**config.mk**
```make
export PLATFORM = sky130hd
export DESIGN_NAME = hex_pixel_fetch_sequencer
export DESIGN_NICKNAME = d
export VERILOG_FILES = /design/src/rtl/hexfetch_pkg.sv /design/src/rtl/hex_addr_gen.sv /design/src/rtl/hex_pixel_fetch_sequencer.sv
export SDC_FILE = /design/constraint.sdc
export NUM_CORES = 1
export LEC_CHECK = 0
export BUFFER_PORTS_ARGS = -buffer_cell sky130_fd_sc_hd__clkbuf_2
export CAP_MARGIN = 20
export CORE_ASPECT_RATIO = 0.75
export CORE_UTILIZATION = 50
export CTS_BUF_LIST = sky130_fd_sc_hd__clkbuf_4 sky130_fd_sc_hd__clkbuf_8 sky130_fd_sc_hd__clkbuf_16
export CTS_CLUSTER_SIZE = 25
export DETAILED_ROUTE_END_ITERATION = 10
export PLACE_DENSITY = 0.87
export SLEW_MARGIN = 20
export SYNTH_ARGS = -nofsm -noshare
export SYNTH_HDL_FRONTEND = slang
export SYNTH_SLANG_ARGS = --single-unit
```
**constraint.sdc**
```tcl
create_clock -name clk -period 6.4 [get_ports clk]
set_clock_uncertainty 0.2 [all_clocks]
set_input_delay 1.28 -clock clk [delete_from_list [all_inputs] [get_ports clk]]
set_output_delay 1.28 -clock clk [all_outputs]
set_load 0.1 [all_outputs]
```
**src/rtl/hexfetch_pkg.sv**
```systemverilog
// hexfetch_pkg: shared types and constants for the hexagonal-search pixel fetch path
package hexfetch_pkg;
  localparam int NUM_POINTS = 7;
  localparam int NUM_SLOTS = 14;
  localparam int SLOT_W = 4;
  localparam int PT_W = 3;
  localparam int FRAME_DIM_DEF = 96;
  localparam int ADDR_W_DEF = 14;
  typedef enum logic [1:0] {S_IDLE, S_ISSUE, S_DRAIN, S_DONE} state_t;
endpackage

```
**src/rtl/hex_addr_gen.sv**
```systemverilog
// hex_addr_gen: maps a frame coordinate to a linear address and flags out-of-frame points
module hex_addr_gen
  import hexfetch_pkg::*;
#(
  parameter int COORD_W = 7,
  parameter int FRAME_DIM = FRAME_DIM_DEF,
  parameter int ADDR_W = ADDR_W_DEF
) (
  input  logic [COORD_W-1:0] x,
  input  logic [COORD_W-1:0] y,
  output logic [ADDR_W-1:0]  addr,
  output logic               in_range
);
  assign in_range = int'(x) < FRAME_DIM && int'(y) < FRAME_DIM;
  assign addr = in_range ? ADDR_W'(y) * ADDR_W'(FRAME_DIM) + ADDR_W'(x) : '0;
endmodule

```
**src/rtl/hex_pixel_fetch_sequencer.sv**
```systemverilog
// hex_pixel_fetch_sequencer: serialises 14 hexagon-point reads onto one frame-memory port and gathers the pixels
module hex_pixel_fetch_sequencer
  import hexfetch_pkg::*;
#(
  parameter int COORD_W = 7,
  parameter int PIX_W = 8,
  parameter int FRAME_DIM = FRAME_DIM_DEF,
  parameter int ADDR_W = ADDR_W_DEF,
  parameter int MEM_LAT = 1
) (
  input  logic                          clk,
  input  logic                          rst_n,
  input  logic                          req,
  input  logic [NUM_POINTS*COORD_W-1:0] cur_x_flat,
  input  logic [NUM_POINTS*COORD_W-1:0] cur_y_flat,
  input  logic [NUM_POINTS*COORD_W-1:0] ref_x_flat,
  input  logic [NUM_POINTS*COORD_W-1:0] ref_y_flat,
  output logic                          busy,
  output logic                          done,
  output logic                          oob,
  output logic [NUM_POINTS*PIX_W-1:0]   cur_pix_flat,
  output logic [NUM_POINTS*PIX_W-1:0]   ref_pix_flat,
  output logic                          mem_rd_en,
  output logic                          mem_sel,
  output logic [ADDR_W-1:0]             mem_addr,
  input  logic [PIX_W-1:0]              mem_rd_data
);
  state_t state, state_nxt;
  logic [SLOT_W-1:0] slot;
  logic [NUM_POINTS*COORD_W-1:0] cx, cy, rx, ry;
  logic [PIX_W-1:0] pix [NUM_SLOTS];
  logic [MEM_LAT-1:0] tag_v;
  logic [SLOT_W-1:0] tag_s [MEM_LAT];
  logic [PT_W-1:0] pt;
  logic [COORD_W-1:0] px, py;
  logic [ADDR_W-1:0] addr;
  logic in_range, issue, accept, last_slot, drained;
  assign issue = state == S_ISSUE;
  assign accept = state == S_IDLE && req;
  assign last_slot = slot == SLOT_W'(NUM_SLOTS - 1);
  assign drained = slot == SLOT_W'(MEM_LAT - 1);
  assign mem_sel = issue && slot >= SLOT_W'(NUM_POINTS);
  assign pt = PT_W'(mem_sel ? slot - SLOT_W'(NUM_POINTS) : slot);
  assign px = mem_sel ? rx[pt*COORD_W +: COORD_W] : cx[pt*COORD_W +: COORD_W];
  assign py = mem_sel ? ry[pt*COORD_W +: COORD_W] : cy[pt*COORD_W +: COORD_W];
  hex_addr_gen #(.COORD_W(COORD_W), .FRAME_DIM(FRAME_DIM), .ADDR_W(ADDR_W)) u_addr (
    .x(px), .y(py), .addr(addr), .in_range(in_range)
  );
  assign mem_rd_en = issue && in_range;
  assign mem_addr = mem_rd_en ? addr : '0;
  assign busy = state != S_IDLE;
  assign done = state == S_DONE;
  always_ff @(posedge clk or negedge rst_n)
    if (!rst_n) state <= S_IDLE;
    else state <= state_nxt;
  always_comb begin
    state_nxt = state;
    state_nxt = accept ? S_ISSUE :
                (issue && last_slot) ? S_DRAIN :
                (state == S_DRAIN && drained) ? S_DONE :
                done ? S_IDLE : state;
  end
  // slot doubles as the drain counter once all reads are issued
  always_ff @(posedge clk or negedge rst_n)
    if (!rst_n) begin
      slot <= '0;
      oob <= 1'b0;
      {cx, cy, rx, ry} <= '0;
      tag_v <= '0;
      for (int i = 0; i < MEM_LAT; i++) tag_s[i] <= '0;
      for (int i = 0; i < NUM_SLOTS; i++) pix[i] <= '0;
    end else begin
      slot <= ((issue && !last_slot) || state == S_DRAIN) ? slot + SLOT_W'(1) : '0;
      tag_v[0] <= mem_rd_en;
      tag_s[0] <= slot;
      for (int i = 1; i < MEM_LAT; i++) begin
        tag_v[i] <= tag_v[i-1];
        tag_s[i] <= tag_s[i-1];
      end
      if (tag_v[MEM_LAT-1]) pix[tag_s[MEM_LAT-1]] <= mem_rd_data;
      if (issue && !in_range) oob <= 1'b1;
      if (accept) begin
        {cx, cy, rx, ry} <= {cur_x_flat, cur_y_flat, ref_x_flat, ref_y_flat};
        oob <= 1'b0;
        for (int i = 0; i < NUM_SLOTS; i++) pix[i] <= '0;
      end
    end
  for (genvar p = 0; p < NUM_POINTS; p++) begin : g_flat
    assign cur_pix_flat[p*PIX_W +: PIX_W] = pix[p];
    assign ref_pix_flat[p*PIX_W +: PIX_W] = pix[p+NUM_POINTS];
  end
endmodule

```
; ---- Word level (Yosys, flattened, before mapping)
; Cells that the tools add are included.
[totals]
wordCells = 77
regBits = 320
inputBits = 207
output_inout_bits = 131
[classes]
order_cmp = 5
n_eq_ne = 4
n_shift = 4
multipliers = 2
n_bitwise = 1
mux = 17
addsub = 3
n_reduce_logical = 18
[ops]
columns = cell, count
row1 = $mux W112, 2
row2 = $shiftx A49 B7 Y7, 4
row3 = $bwmux W112, 1
row4 = $demux W8 S4, 1
row5 = $mux W14, 2
row6 = $add A14 B7 Y14, 1
row7 = $lt A7 B7 Y1 const B, 2
row8 = $mux W7, 2
row9 = $logic_and A1 B1 Y1, 9
row10 = $mul A7 B2 Y9 const B, 1
row11 = $mux W2, 4
row12 = $mux W8, 1
row13 = $mul A3 B3 Y6 const B, 1
row14 = $reduce_bool A2 Y1, 3
row15 = $ge A5 B5 Y1 const B, 1
row16 = $lt A5 B1 Y1 const B, 1
row17 = $not A4 Y5, 1
row18 = $add A4 B1 Y4 const B, 1
row19 = $eq A2 B2 Y1 const B, 2
row20 = $eq A4 B4 Y1 const B, 1
row21 = $ge A4 B3 Y1 const B, 1
row22 = $logic_not A4 Y1, 1
row23 = $mux W4, 1
row24 = $reduce_bool A4 Y1, 1
row25 = other kinds (7), 9

; ---- Depth between registers and ports, before layout
[depth]
depth_word = 12
ltp_mapped = 20

; ---- Cells and area by module
; From an unflattened synthesis, not the netlist that was laid out.
[unflattened]
cells_unflattened = 1215
area_unflattened_um2 = 15065.7
[by_module_without_submodules]
columns = module, area_each_um2, cells_per_inst, instances
row1 = hex_pixel_fetch_sequencer, 14551.5, 1147, 1
row2 = hex_addr_gen, 514.2, 68, 1

; ---- Worst setup path after synthesis
; No wires, ideal clock.
[synth_path]
path_type = reg2out
startpoint = reg slot[1]
endpoint = out mem_addr[8]
arrival_ns = 5.639
required_ns = 4.920
path_slack_ns = -0.719
path_buffers = 3
path_stages_with_launch = 18
cell_sequence = dfrtp_1 > ha_1 > a21o_1 > nand2_4 > inv_2 > buf_4 > buf_2 > buf_2 > nand3_1 > o211ai_1 > o21ai_0 > a21oi_1 > ha_1 > ha_1 > a21o_1 > nand2_1 > nor2_1 > nor3b_1
[synth_via]
elab_chain_len = 10
elab_cells_between_ends = 19
cone_classes = add/sub (2) / mul (2) / order compare (3) / shift (4) / mux (5) / reduce/logical (3)
[synth_lines]
columns = element, line_no
row1 = from (decl), hex_pixel_fetch_sequencer.sv:29  ; logic [SLOT_W-1:0] slot;
row2 = from (signal assigned), hex_pixel_fetch_sequencer.sv:73  ; slot <= ((issue && !last_slot) || state == S_DRAIN) ? slot + SLOT_W'(1) : '0;
row3 = $ge A4 B3 Y1 *, hex_pixel_fetch_sequencer.sv:42  ; assign mem_sel = issue && slot >= SLOT_W'(NUM_POINTS);
row4 = $logic_and A1 B1 Y1 *, hex_pixel_fetch_sequencer.sv:42
row5 = via mem_sel, hex_pixel_fetch_sequencer.sv:24  ; output logic mem_sel,
row6 = $mux W3, hex_pixel_fetch_sequencer.sv:43  ; assign pt = PT_W'(mem_sel ? slot - SLOT_W'(NUM_POINTS) : slot);
row7 = $mul A3 B3 Y6, "hex_pixel_fetch_sequencer.sv:44, hex_pixel_fetch_sequencer.sv:45"
row8 = "$shiftx A49 B7 Y7, on equally long branches", "hex_pixel_fetch_sequencer.sv:45, hex_pixel_fetch_sequencer.sv:44"
row9 = "$mux W7, on equally long branches", "hex_pixel_fetch_sequencer.sv:45, hex_pixel_fetch_sequencer.sv:44"
row10 = $mul A7 B2 Y9 / $lt A7 B7 Y1 (equally long branches), "hex_addr_gen.sv:15, hex_addr_gen.sv:14"
row11 = $add A14 B7 Y14 / $logic_and A1 B1 Y1 (equally long branches), "hex_addr_gen.sv:15, hex_addr_gen.sv:14"
row12 = $mux W14 / $logic_and A1 B1 Y1 (equally long branches), "hex_addr_gen.sv:15, hex_pixel_fetch_sequencer.sv:49"
row13 = $mux W14 *, hex_pixel_fetch_sequencer.sv:50  ; assign mem_addr = mem_rd_en ? addr : '0;
row14 = to (decl), hex_pixel_fetch_sequencer.sv:25  ; output logic [ADDR_W-1:0] mem_addr,
; The timed path passes the listed nets; every way through them passes the cells marked *.

; ---- Worst setup path after layout
[layout_path]
startpoint = reg slot[0]
endpoint = out mem_addr[12]
[layout_via]
elab_chain_len = 10
elab_cells_between_ends = 19
cone_classes = add/sub (2) / mul (2) / order compare (3) / shift (4) / mux (5) / reduce/logical (3)
[layout_lines]
columns = element, line_no
row1 = $ge A4 B3 Y1, hex_pixel_fetch_sequencer.sv:42
row2 = $logic_and A1 B1 Y1, hex_pixel_fetch_sequencer.sv:42
row3 = $mux W3, hex_pixel_fetch_sequencer.sv:43
row4 = $mul A3 B3 Y6, "hex_pixel_fetch_sequencer.sv:44, hex_pixel_fetch_sequencer.sv:45"
row5 = "$shiftx A49 B7 Y7, on equally long branches", "hex_pixel_fetch_sequencer.sv:45, hex_pixel_fetch_sequencer.sv:44"
row6 = "$mux W7, on equally long branches", "hex_pixel_fetch_sequencer.sv:45, hex_pixel_fetch_sequencer.sv:44"
row7 = $mul A7 B2 Y9 / $lt A7 B7 Y1 (equally long branches), "hex_addr_gen.sv:15, hex_addr_gen.sv:14"
row8 = $add A14 B7 Y14 / $logic_and A1 B1 Y1 (equally long branches), "hex_addr_gen.sv:15, hex_addr_gen.sv:14"
row9 = $mux W14 / $logic_and A1 B1 Y1 (equally long branches), "hex_addr_gen.sv:15, hex_pixel_fetch_sequencer.sv:49"
row10 = $mux W14 *, hex_pixel_fetch_sequencer.sv:50
; Every way passes the cells marked *; elsewhere a longest branch is shown, timed or not.

==> qor.csv <==
stage,metric,value,unit
yosys,synth_top_family_by_area,multiplexers,
sta,slew-limit-headroom,35.3,%
route,vias,10243,
route,antenna_left,0,
floorplan,die_area,29700,um2
yosys,synth-main-ff-cell,dfrtp_1,
finish,layout-drive-gt1-share,47.6,%
route,vias_per_cell,5.57,
place,dp_cells,1774,
yosys,synth_common_cells,"320 x dfrtp_1, 198 x mux2_2, 126 x nor2_1, 110 x mux2i_1, 60 x clkbuf_1",
place,port_buffers,337,
critical_path,crit_top_cell,a21oi_2,
yosys,synth_warnings,0,
finish,finalNonFillerCells,1838,
finish,fin_nets,1649,
critical_path,crit_family,compound AO/OA/AOI/OAI gates,
grt,antenna_found_initial,5,
sta,setup_ws,0.188,ns
clock_tree,clock_path_buffers,3,
floorplan,start_util,51.3,%
yosys,syn_nets,1327,
grt,grt_overflow_total,0,
yosys,yosys-top-cells-area,"dfrtp_1 55%, mux2_2 15%, mux2i_1 7.6%",
outcome,status,"complete, no violations",
critical_path,cp_num_buf_inv,3,
place,dpl_worst_slack,0.451,ns
yosys,synthAdderAreaFrac,1.31,%
yosys,synth_compound_area_share,4.52,%
clock_tree,ctsHtreeMaxLevel,1,
sta,whs,0.304,ns
yosys,synth_area_per_cell,13.1,um2
yosys,yosysTopAreaCellShare,55.2,%
hold_path,holdPathEnd,cy[6],
route,dr.pass1.iters,7,
sta,setup_viol,0,
floorplan,core,28200,um2
clock_tree,clk_pin_slew_worst_paths,0.07,ns
yosys,synthCells,1106,
yosys,ys_ff_latch,320,
place,gp_congestion,0.882,
clock_tree,tritoncts,built,
sta,hold_viol_final,0,
hold_path,worstHoldPathCells,1,
route,wirelength,39300,um
route,drt_iter0_drc,673,
sta,slew_viol_final,0,
sta,worst_slew_pin_slew,0.967,ns
yosys,syn_area,14500,um2
critical_path,cpPeakStageDelay,0.44,ns
critical_path,rr_startpoint,slot[1],
critical_path,rr_worst_depth,12,
floorplan,num_io_pins,338,
clock_tree,numClockSinks,320,
critical_path,cpMaxStageDelayCell,dfrtp_4,
yosys,yosys.area_share.simple,7.02,%
job,drv_cap,0,
place,hpwlAfterDp,27800,um
yosys,synth.most_common_cell,dfrtp_1,
floorplan,core.rowCount,53,
yosys,muxShareOfSynthArea,28.9,%
finish,final_core_util,64.0,%
grt,grtUsageTotal,26.6,%
clock_tree,numCtsBuffers,31,
finish,syn2layout_area_growth,24.7,%
sta,clock.fmax,161,MHz
clock_tree,insertion_delay,0.59,ns
yosys,seq_area_frac_synth,55.2,%
critical_path,arrival,4.73,ns
critical_path,required,4.92,ns
yosys,synth_edf_count,0,
critical_path,end_kind,output port,
hold_path,worst_hold_startpoint,cy[6],
grt,grt_pass1_vias,10318,
hold_path,holdCritPathClass,reg2reg,
yosys,yosysTopAreaCell,dfrtp_1,
clock_tree,clk_root_buffer_cell,clkbuf_16,
route,drt-wirelength-per-cell,21.4,um
sta,fin_crit_sh,97.1,%
critical_path,worst-path-max-fanout,16,
floorplan,die_x,199,um
critical_path,reg2reg_to,tag_v,
floorplan,die_h,149,um
yosys,synth-async-reset-ratio,100,%
yosys,yosysUniqueCellTypes,49,
grt,grt_pass1_wl,59800,um
critical_path,path_cells,ha_2 > a21o_1 > nand2_4 > inv_4 > buf_8 > mux4_2 > nor2b_1 > a211oi_2 > a21oi_2 > ha_1 > a21oi_2 > a21boi_0 > o21a_1 > or2_2 > xnor2_2 > a211o_1 > a21oi_4 > buf_12,
critical_path,worstSetupPathType,reg2out,
sta,period_minus_slack,6.21,ns
grt,grt_max_degree,146,
critical_path,start_kind,flip-flop,
critical_path,regToRegSetupSlack,2.63,ns
route,drc,0,
yosys,yosys.area_share.xor_xnor,0.664,%
[worst max path at each step]
stage          cells past startpoint    start            to  slack, ns
2_1_floorplan                     10  slot[0]   mem_addr[0]      0.007
3_3_place_gp                      14  slot[0]  mem_addr[12]       0.55
3_5_place_dp                      17  slot[0]  mem_addr[12]       0.45
4_1_cts                           18  slot[0]  mem_addr[12]      0.002
5_1_grt                           18  slot[0]  mem_addr[12]     -0.008
6_report                          18  slot[0]  mem_addr[12]       0.19
[state kept, by name, indices dropped and copies added, names as in the netlist]
name          flops
tag_v             1
rx               49
tag_s             4
slot              4
ry               49
cy               49
oob               1
cur_pix_flat     56
cx               49
state             2
ref_pix_flat     56
[per-layer routing]
| metal | vias up | GRT usage [%] | part of all wire, % |
|---|---|---|---|
| li1 | 4595 | - | - |
| met1 | 5137 | 34.2 | 40 |
| met2 | 421 | 43.4 | 48 |
| met3 | 84 | 7.98 | 8.7 |
| met4 | 6 | 8.65 | 3.2 |
| met5 | - | 0 | 0.10 |
[layout by cell type, fill, tap and decap left out, types with 3 or more instances in the layout]
cell type,synthesis,routed
clkbuf_2,0,321
dfrtp_1,320,319
mux2_2,198,198
nor2_1,126,123
mux2i_1,110,110
mux4_2,38,38
nand2_1,32,32
clkbuf_16,0,31
nand3_1,28,28
a21oi_1,28,19
buf_12,0,19
o21ai_0,18,17
buf_4,3,16
o211ai_1,12,12
a211oi_1,14,10
ha_1,12,10
nor2b_1,9,9
a21oi_2,0,8
inv_1,9,8
and2_1,8,8
a211oi_2,3,7
nand3b_1,5,5
xnor2_1,6,5
xor2_1,5,5
clkinv_2,0,5
nor3b_1,5,4
clkinvlp_4,0,4
bufinv_16,0,4
clkbuf_4,0,4
nand2b_1,3,3
o21ai_1,2,3
nor3_1,3,3
a211o_1,3,3
o21bai_1,3,3
or3_1,3,3
clkbuf_8,0,3
inv_6,0,3
buf_8,0,3
buf_6,0,3
[through the flow]
stage / cell area, um2 / TNS [ns]
finish: 18100 / 0
global route: 18100 / -0.00765
CTS: 18000 / 0
detailed placement: 16800 / 0
global placement: 16800 / 0
floorplan: 14500 / 0
[final cells by class]
cell class,instances,area [um2]
timing repair buffer,363,2190
clock inverter,18,230
inverter,11,43.8
tap,385,482
fill,2101,10200
multi-input combinational,701,6260
antenna,2,5.00
clock buffer,38,847
sequential,320,8010
[timing repair]
item,CTS,global route
gates resized for setup,5,25
hold buffers,0,0
cloned,1,0
endpoints found under the setup margin,3,3
setup buffers,1,4
pin swaps,1,5
[kinds of logic (layout without fill, tap and decap cells)]
| logic type | count (synthesis) | count (layout) |
|---|---|---|
| XOR/XNOR | 11 | 11 |
| adder cells (fa/ha/maj) | 14 | 14 |
| other | 0 | 2 |
| flip-flops | 320 | 320 |
| buffers and inverters | 86 | 430 |
| AO/OA/AOI/OAI | 100 | 101 |
| multiplexers | 346 | 346 |
| AND/OR/NAND/NOR | 229 | 229 |
Power is not shown: default switching activity piles up to over one toggle a cycle in this logic, so the estimate is an artifact.
